## config.mk

```make
export PLATFORM = sky130hd
export DESIGN_NAME = core_if_id
export DESIGN_NICKNAME = d
export VERILOG_FILES = /design/src/rtl/core_if_id.sv
export SDC_FILE = /design/constraint.sdc
export NUM_CORES = 1
export LEC_CHECK = 0
export ABC_AREA = 1
export CAP_MARGIN = 20
export CORE_MARGIN = 2
export CORE_UTILIZATION = 44
export DETAILED_ROUTE_END_ITERATION = 6
export PLACE_DENSITY_LB_ADDON = 0.08
export SYNTH_ARGS = -nofsm -noshare
export SYNTH_HDL_FRONTEND = slang
export SYNTH_SLANG_ARGS = --single-unit
```

## constraint.sdc

```tcl
create_clock -name clk -period 2.1 [get_ports clk]
set_clock_uncertainty 0.05 [all_clocks]
set_input_delay 0.42 -clock clk [delete_from_list [all_inputs] [get_ports clk]]
set_output_delay 0.42 -clock clk [all_outputs]
set_load 0.03 [all_outputs]
```

## src/rtl/core_if_id.sv

```systemverilog
`default_nettype none
// ============================================================================
// Module   : core_if_id
// Function : fetch-to-decode pipeline register with hold handling, post-jump
//            squash window, slot valid tagging and a saturating bubble counter.
// Revision : 1.0
// ============================================================================
module core_if_id #(
    parameter int FLUSH_DEPTH = 2
) (
    input  logic        clk,
    input  logic        rst,
    input  logic [31:0] inst_in,
    input  logic [31:0] inst_addr_in,
    input  logic [2:0]  hold_flag_in,
    input  logic        jump_flag_in,
    output logic [31:0] inst_out,
    output logic [31:0] inst_addr_out,
    output logic        inst_valid_out,
    output logic [31:0] bubble_cnt_out
);

    localparam logic [31:0] C_INST_NOP  = 32'h0000_0013;
    localparam logic [2:0]  C_HOLD_PC   = 3'd1;
    localparam logic [2:0]  C_HOLD_IF   = 3'd2;
    localparam logic [2:0]  C_KILL_INIT = 3'(FLUSH_DEPTH - 1);

    typedef enum logic [0:0] {
        ST_RUN  = 1'b0,
        ST_KILL = 1'b1
    } state_t;

    logic [31:0] inst_q, inst_d;
    logic [31:0] addr_q, addr_d;
    logic        valid_q, valid_d;
    logic [2:0]  kill_cnt_q, kill_cnt_d;
    logic [31:0] bubble_cnt_q, bubble_cnt_d;
    logic        w_bubble;
    state_t      w_state;

    // The squash window is fully described by the remaining kill count.
    assign w_state = (kill_cnt_q != 3'd0) ? ST_KILL : ST_RUN;

    always_comb begin
        inst_d     = inst_q;
        addr_d     = addr_q;
        valid_d    = valid_q;
        kill_cnt_d = kill_cnt_q;
        w_bubble   = 1'b0;
        if (jump_flag_in) begin
            inst_d     = C_INST_NOP;
            addr_d     = inst_addr_in;
            valid_d    = 1'b0;
            kill_cnt_d = C_KILL_INIT;
            w_bubble   = 1'b1;
        end else if (hold_flag_in >= C_HOLD_IF) begin
            inst_d = inst_q;
        end else if (w_state == ST_KILL) begin
            inst_d     = C_INST_NOP;
            addr_d     = inst_addr_in;
            valid_d    = 1'b0;
            kill_cnt_d = kill_cnt_q - 3'd1;
            w_bubble   = 1'b1;
        end else if (hold_flag_in == C_HOLD_PC) begin
            inst_d   = inst_in;
            addr_d   = inst_addr_in;
            valid_d  = 1'b0;
            w_bubble = 1'b1;
        end else begin
            inst_d  = inst_in;
            addr_d  = inst_addr_in;
            valid_d = 1'b1;
        end
    end

    assign bubble_cnt_d = (w_bubble && (bubble_cnt_q != 32'hFFFF_FFFF))
                        ? bubble_cnt_q + 32'd1 : bubble_cnt_q;

    always_ff @(posedge clk) begin
        if (rst) begin
            inst_q       <= C_INST_NOP;
            addr_q       <= 32'd0;
            valid_q      <= 1'b0;
            kill_cnt_q   <= 3'd0;
            bubble_cnt_q <= 32'd0;
        end else begin
            inst_q       <= inst_d;
            addr_q       <= addr_d;
            valid_q      <= valid_d;
            kill_cnt_q   <= kill_cnt_d;
            bubble_cnt_q <= bubble_cnt_d;
        end
    end

    assign inst_out       = inst_q;
    assign inst_addr_out  = addr_q;
    assign inst_valid_out = valid_q;
    assign bubble_cnt_out = bubble_cnt_q;

endmodule
`default_nettype wire

```

### Yosys cells after proc, flatten, opt, wreduce, memory -nomap -nowiden

Index checks and enable logic that the tools add are counted.

* order comparisons: 1
* bitwise operators: 1
* mux-type cells: 13
* add/subtract/negate cells: 2
* eq/ne operators: 3
* reductions and logical operators: 6

Operators with widths (number)
* $mux W32: 3
* $add A32 B1 Y32 const B: 1
* $ne A32 B32 Y1 const B: 1
* $mux W1: 10
* $reduce_and A2 Y1: 2
* $eq A3 B1 Y1 const B: 1
* $ge A3 B2 Y1 const B: 1
* $reduce_bool A3 Y1: 1
* $sub A3 B1 Y3 const B: 1
* $ne A2 B2 Y1 const B: 1
* $reduce_bool A2 Y1: 1
* $reduce_or A2 Y1: 1
* $logic_and A1 B1 Y1: 1
* $not A1 Y1: 1

* bits of input ports: 70
* flip-flop bits (word level): 100

### Depth between registers and ports, before layout

Gate-level depths: netlist of run 1.

* depth after elaboration: 6
* depth in mapped cells: 11
* depth with buffers taken out: 11

### Worst setup path after synthesis of run 1

No wires, ideal clock.

* path type: register to register
* start: register bubble_cnt_q[1] (netlist: bubble_cnt_out[1])
* end: register bubble_cnt_q[23] (netlist: bubble_cnt_out[23])
* clock period less this slack: 1882 ps
* arrival time: 1716 ps
* setup slack: 218 ps
* cell stages (with the launch flop): 10
* required time: 1934 ps
* cell sequence: dfxtp_1 ha_1 nand2_1 nor2_4 nand2_1 nor2_2 nand3b_4 buf_6 a21oi_1 nor2_1

* longest elaborated chain between the ends: 2
* elaborated cells on any way between the ends: 3
* classes of those cells: 1 x add/sub; 1 x eq/ne; 1 x reduce/logical

RTL lines
* start: declaration: line 37 `logic [31:0] bubble_cnt_q, bubble_cnt_d;`
* start signal: assignment: line 91 `bubble_cnt_q <= bubble_cnt_d;`
* branches (longest 2 deep; another with $add A32 B1 Y32)

Parallel ways; which one is timed is not known.
A chain may end at the register's enable or synchronous reset.

### Worst setup path after layout of run 1

* start: register bubble_cnt_q[3] (netlist: bubble_cnt_out[3])
* end: output bubble_cnt_out[3]

RTL lines
* end: declaration: line 20 `output logic [31:0] bubble_cnt_out`

No word-level cell between the ends.

==> results.sh, run 1 <==
export IMPL_worst_slew_pin_slew_ns=0.894
export IMPL_post_dp_hpwl_mm=9.04
export IMPL_path_depth=1
export IMPL_vias=4517
export IMPL_wl_mm=12.1
export IMPL_n_antenna_cell=0
export IMPL_vdd_ir_drop_worst_uv=406
export IMPL_total_power_uw=3860
export IMPL_yosysSeqAreaShare=0.452
export IMPL_drt_iter0_drc=131
export IMPL_synth_edf_count=0
export IMPL_wl_per_cell_um=12.9
export IMPL_slew_headroom=0.403
export IMPL_drive_above_1_share=0.0724
export IMPL_area_delta_synth_final_pct=45.8
export IMPL_place_congestion=0.850
export IMPL_numCtsBuffers=9
export IMPL_drv_slew=0
export IMPL_layout_common_cells="169 x nand2_1, 166 x clkdlybuf4s50_1, 147 x nor2_1"
export IMPL_fin_nets=869
export IMPL_timing_rr_start="bubble_cnt_out[0]$_SDFFE_PP0P_"
export IMPL_cp_slowest_cell="clkdlybuf4s50_1"
export IMPL_post_cts_resized=0
export IMPL_synth_seq_cells=100
export IMPL_ant_nets=0
export IMPL_rr_worst_depth=10
export IMPL_regArea_mm2=0.00200
export IMPL_synth_cell_types=31
export IMPL_p_leak_uw=0.00237
export IMPL_cap_violations=0
export IMPL_dieWidth_um=104
export IMPL_min_path_cells=2
export IMPL_endpoint="bubble_cnt_out[3]"
export IMPL_grt_max_degree=46
export IMPL_clkLatencyLatePin_ns=0.36
export IMPL_slowest_delay_ns=0.75
export IMPL_core_mm2=0.00977
export IMPL_grt_pass1_wl_mm=20.3
export IMPL_grt_pass1_vias=4364
export IMPL_cts_tree="done"
export IMPL_path_cells="clkdlybuf4s50_1"
export IMPL_io_buffer_count=166
export IMPL_initial_utilization=0.453
export IMPL_cp_top_family="buffers and inverters"
export IMPL_yosys_warnings=0
export IMPL_whs_ns=0.419
export IMPL_synth_nets=704
export IMPL_syn_cell_area_mm2=0.00443
export IMPL_crit_path_start_kind="flop"
export IMPL_mostFrequentLayoutCell="nand2_1"
export IMPL_crit_required_ns=1.63
export IMPL_core_rowCount=36
export IMPL_postSynthAreaPerCell_um2=7.02
export IMPL_cts_setup_buffers=0
export IMPL_clock_fmax_mhz=491
export IMPL_fillers=873
export IMPL_synth_ff_type="dfxtp_1"
export IMPL_synthArstFlopShare=0
export IMPL_htreeDepth=3
export IMPL_r2r_setup_slack_ns=0.14
export IMPL_dr_pass1_iters=4
export IMPL_setup_viol=0
export IMPL_p_per_area_mw_per_mm2=598
export IMPL_endpoint_kind="primary output"
export IMPL_crit_buf_inv=1
export IMPL_crit_fanout=6
export IMPL_hold_viol=0
export IMPL_arrival_ns=1.56
export IMPL_boundaryPins=167
export IMPL_fin_util=0.661
export IMPL_antenna_found_initial=0
export IMPL_cts_root_buffer="clkbuf_8"
export IMPL_startpoint="bubble_cnt_out[3]$_SDFFE_PP0P_"
export IMPL_cts_buffer_depth=2
export IMPL_drc=0
export IMPL_syn_inst=631
export IMPL_dieArea_mm2=0.0109
export IMPL_multi_input_area_mm2=0.00217
export IMPL_min_path_type="reg2reg"
export IMPL_run_status="finished, final reports clean"
export IMPL_avgViaCountPerCell=4.84
export IMPL_fp_dieH_um=104
export IMPL_clk_pin_slew_ns=0.10
export IMPL_grt_overflow_total=0
export IMPL_period_share=0.969
export IMPL_path_class="reg2out"
export IMPL_layout_min_cycle_time_ns=2.03
export IMPL_r2r_end="bubble_cnt_out[0]$_SDFFE_PP0P_"
export IMPL_hold_buffers=0
export IMPL_grtUsageTotal=0.224
export IMPL_clock_sinks=100
-- cell type report --
| cell class | instances | area share |
|---|---|---|
| clock buffers | 11 | 0.0203 |
| well taps | 133 | 0.0258 |
| repair buffers | 181 | 0.280 |
| clock inverters | 5 | 0.00949 |
| flip-flops and latches | 100 | 0.310 |
| inverters | 32 | 0.0186 |
| multi-input cells | 472 | 0.335 |
-- kinds of logic (layout without fill, tap and decap cells) --
family	after synthesis	after routing	share of synthesized area
compound gates	97	97	0.119
buf+inv	59	229	0.0599
xor+xnor	7	7	0.0138
simple gates	365	365	0.348
fa+ha+maj	3	3	0.00847
flops	100	100	0.452
-- worst min path at each step --
| stage | start | endpoint | slack [ns] |
|---|---|---|---|
| floorplan | kill_cnt_q[2]$_SDFFE_PP0P_ | kill_cnt_q[2]$_SDFFE_PP0P_ | 0.39 |
| global placement | inst_out[8]$_SDFFE_PP0P_ | inst_out[8]$_SDFFE_PP0P_ | 0.40 |
| detailed placement | inst_out[13]$_SDFFE_PP0P_ | inst_out[13]$_SDFFE_PP0P_ | 0.41 |
| CTS | inst_out[13]$_SDFFE_PP0P_ | inst_out[13]$_SDFFE_PP0P_ | 0.42 |
| global route | inst_out[21]$_SDFFE_PP0P_ | inst_out[21]$_SDFFE_PP0P_ | 0.44 |
| finish | inst_out[22]$_SDFFE_PP0P_ | inst_out[22]$_SDFFE_PP0P_ | 0.42 |
-- registers in the layout (all words and copies together), names as in the netlist --
signal	cells
inst_valid_out	1
inst_out	32
bubble_cnt_out	32
inst_addr_out	32
kill_cnt_q	3
-- report_power, final --
part	internal (uW)	switching, uW	leakage [uW]
clock network	557	678	0.0000862
logic	297	330	0.00147
registers	1960	36.4	0.000817
-- per-stage QoR --
stage	worst slack (ns)	std cells	area [um2]	TNS, ns
after global placement	0.0933	918	6260	0
after detailed placement	0.0472	918	6260	0
final	0.0653	934	6460	0
after global routing	-0.0332	934	6460	-0.0332
after floorplan	0.218	631	4430	0
after CTS	0.0618	934	6460	0
-- Yosys cell counts (2+ instances only) --
cell type / instances / area, um2
nand2_1: 169 / 634
inv_1: 30 / 113
inv_2: 2 / 7.51
a21oi_2: 7 / 61.3
buf_6: 3 / 33.8
nand3_1: 20 / 100
ha_1: 3 / 37.5
buf_2: 5 / 25.0
nand4_1: 10 / 62.6
a21oi_1: 43 / 215
nor2_1: 147 / 552
a31oi_1: 3 / 18.8
nand3_2: 3 / 30.0
xnor2_1: 5 / 43.8
xor2_1: 2 / 17.5
nand2_2: 3 / 18.8
nand2_4: 2 / 22.5
o21ai_1: 2 / 10.0
o21ai_0: 38 / 190
nor2_4: 5 / 56.3
dfxtp_1: 100 / 2000
nor2_2: 3 / 18.8
clkbuf_1: 16 / 60.1
o22ai_1: 3 / 18.8
-- per-layer routing --
metal / global-route usage / part of all wire / vias up
li1: - / - / 2331
met1: 0.253 / 0.41 / 2037
met2: 0.398 / 0.50 / 131
met3: 0.0664 / 0.074 / 18
met4: 0.0782 / 0.019 / 0
met5: 0 / 0 / -
(Power assumes the default switching activity.)
==> inputs of run 2 (changes only) <==
--- a/config.mk
+++ b/config.mk
@@ -8,7 +8,8 @@
 export ABC_AREA = 1
 export CAP_MARGIN = 20
 export CORE_MARGIN = 2
-export CORE_UTILIZATION = 44
+export CORE_UTILIZATION = 48
+export CTS_CLUSTER_SIZE = 14
 export DETAILED_ROUTE_END_ITERATION = 6
 export PLACE_DENSITY_LB_ADDON = 0.08
 export SYNTH_ARGS = -nofsm -noshare
==> constraint.sdc (replaced) <==
create_clock -name clk -period 2.5 [get_ports clk]
set_clock_uncertainty 0.05 [all_clocks]
set_input_delay 0.5 -clock clk [delete_from_list [all_inputs] [get_ports clk]]
set_output_delay 0.5 -clock clk [all_outputs]
set_load 0.03 [all_outputs]
==> results.sh, run 2 (synthesized netlist as in run 1, its figures left out) <==
export IMPL_drv_slew=0
export IMPL_fillers=831
export IMPL_setup_viol=0
export IMPL_worst_slack_ns=0.383
export IMPL_hold_buffers=0
export IMPL_clkLatencyLatePin_ns=0.36
export IMPL_clkPwrFrac=0.314
export IMPL_dp_worst_setup_slack_ns=0.181
export IMPL_htreeDepth=3
export IMPL_drive_above_1_share=0.0642
export IMPL_busiest_layer="met2"
export IMPL_crit_fanout=6
export IMPL_cts_buffer_depth=2
export IMPL_crit_buf_inv=1
export IMPL_fin_nets=862
export IMPL_wl_mm=11.7
export IMPL_grt_use_met3=0.0766
export IMPL_layout_min_cycle_time_ns=2.12
export IMPL_seqPwrFrac=0.525
export IMPL_grt_setup_unrepaired="no"
export IMPL_cts_root_buffer="clkbuf_8"
export IMPL_grt_overflow_total=0
export IMPL_clock_sinks=100
export IMPL_tns_ns=0
export IMPL_antenna_found_initial=0
export IMPL_grt_pass1_wl_mm=19.6
export IMPL_mostFrequentLayoutCell="nand2_1"
export IMPL_numCtsBuffers=9
export IMPL_core_rowCount=35
export IMPL_switching_share=0.276
export IMPL_crit_required_ns=1.95
export IMPL_avgViaCountPerCell=5.05
export IMPL_grt_util_met2=0.415
export IMPL_dieWidth_um=100
export IMPL_clock_fmax_mhz=472
export IMPL_intPower_uw=2320
export IMPL_wl_per_cell_um=13.0
export IMPL_path_cells="clkdlybuf4s50_1"
export IMPL_cp_top_family="buffers and inverters"
export IMPL_boundaryPins=167
export IMPL_dr_pass1_iters=4
export IMPL_place_congestion=0.930
export IMPL_post_cts_resized=0
export IMPL_layout_common_cells="169 x nand2_1, 166 x clkdlybuf4s50_1, 147 x nor2_1"
export IMPL_cp_slowest_cell="clkdlybuf4s50_1"
export IMPL_slew_headroom=0.407
export IMPL_vdd_ir_drop_worst_uv=391
export IMPL_endpoint_kind="primary output"
export IMPL_drt_iter0_drc=129
export IMPL_worst_slew_pin_slew_ns=0.888
export IMPL_fin_util=0.698
export IMPL_n_antenna_cell=0
export IMPL_p_sw_uw=881
export IMPL_post_dp_hpwl_mm=8.73
export IMPL_cap_violations=0
export IMPL_grt_max_degree=33
export IMPL_grtUsageTotal=0.240
export IMPL_path_class="reg2out"
export IMPL_hold_viol=0
export IMPL_core_mm2=0.00911
export IMPL_met1_usage=0.281
export IMPL_ant_nets=0
export IMPL_vias=4566
export IMPL_crit_path_start_kind="flop"
export IMPL_slowest_delay_ns=0.75
export IMPL_comb_power_share=0.161
export IMPL_area_delta_synth_final_pct=43.4
export IMPL_cts_tree="done"
export IMPL_dieArea_mm2=0.0100
export IMPL_arrival_ns=1.57
export IMPL_drc=0
export IMPL_fp_dieH_um=100
export IMPL_min_path_type="reg2reg"
export IMPL_run_status="finished, final reports clean"
export IMPL_io_buffer_count=166
export IMPL_initial_utilization=0.487
export IMPL_cts_setup_buffers=0
export IMPL_p_per_area_mw_per_mm2=503
export IMPL_period_share=0.847
export IMPL_grt_pass1_vias=4380
export IMPL_r2r_setup_slack_ns=0.50
export IMPL_p_leak_uw=0.00234
export IMPL_clk_pin_slew_ns=0.10
[run 2: changes by cell type in the layout (fill, tap and decap cells not counted), sizes merged]
cell      change
buf           -7
bufinv        -1
clkinv        +1
clkinvlp      -1
inv           +1
[run 2: metrics by stage]
stage / cells / hold WS, ns / area [um2] / power (uW)
3_3_place_gp: 889 / 0.401 / 6160 / 2220
5_1_grt: 905 / 0.441 / 6350 / 3350
6_report: 905 / 0.422 / 6350 / 3200
2_1_floorplan: 631 / 0.394 / 4430 / 1970
3_5_place_dp: 889 / 0.407 / 6160 / 2230
4_1_cts: 905 / 0.423 / 6350 / 3230
[run 2: worst paths after layout]
| kind | startpoint | to | cells past startpoint |
|---|---|---|---|
| min | inst_out[30]$_SDFFE_PP0P_ | inst_out[30]$_SDFFE_PP0P_ | 2 |
| min reg2reg | inst_out[30]$_SDFFE_PP0P_ | inst_out[30]$_SDFFE_PP0P_ | 2 |
| max reg2reg | bubble_cnt_out[0]$_SDFFE_PP0P_ | bubble_cnt_out[12]$_SDFFE_PP0P_ | 10 |
| max | bubble_cnt_out[3]$_SDFFE_PP0P_ | bubble_cnt_out[3] | 1 |
[run 2: power groups by stage]
stage / Combinational [uW] / Sequential (uW) / Clock, uW
detailed placement: 515 / 1720 / 0
floorplan: 153 / 1820 / 0
finish: 514 / 1680 / 1000
global route: 553 / 1690 / 1110
CTS: 518 / 1680 / 1030
global placement: 506 / 1710 / 0
[run 2: per-layer routing]
metal  wire length (um)  vias to the layer above
met5                  0                        -
met4                233                        0
met3                926                       22
met2               5740                      148
met1               4840                     2070
li1                   -                     2326
[run 2: area by class of cell]
type	count	area [um2]	share of cell area
sequential	100	2000	0.315
timing repair buffer	174	1730	0.273
multi-input combinational	472	2160	0.341
inverter	32	120	0.0189
clock inverter	5	43.8	0.00689
tap	111	139	0.0219
clock buffer	11	151	0.0238
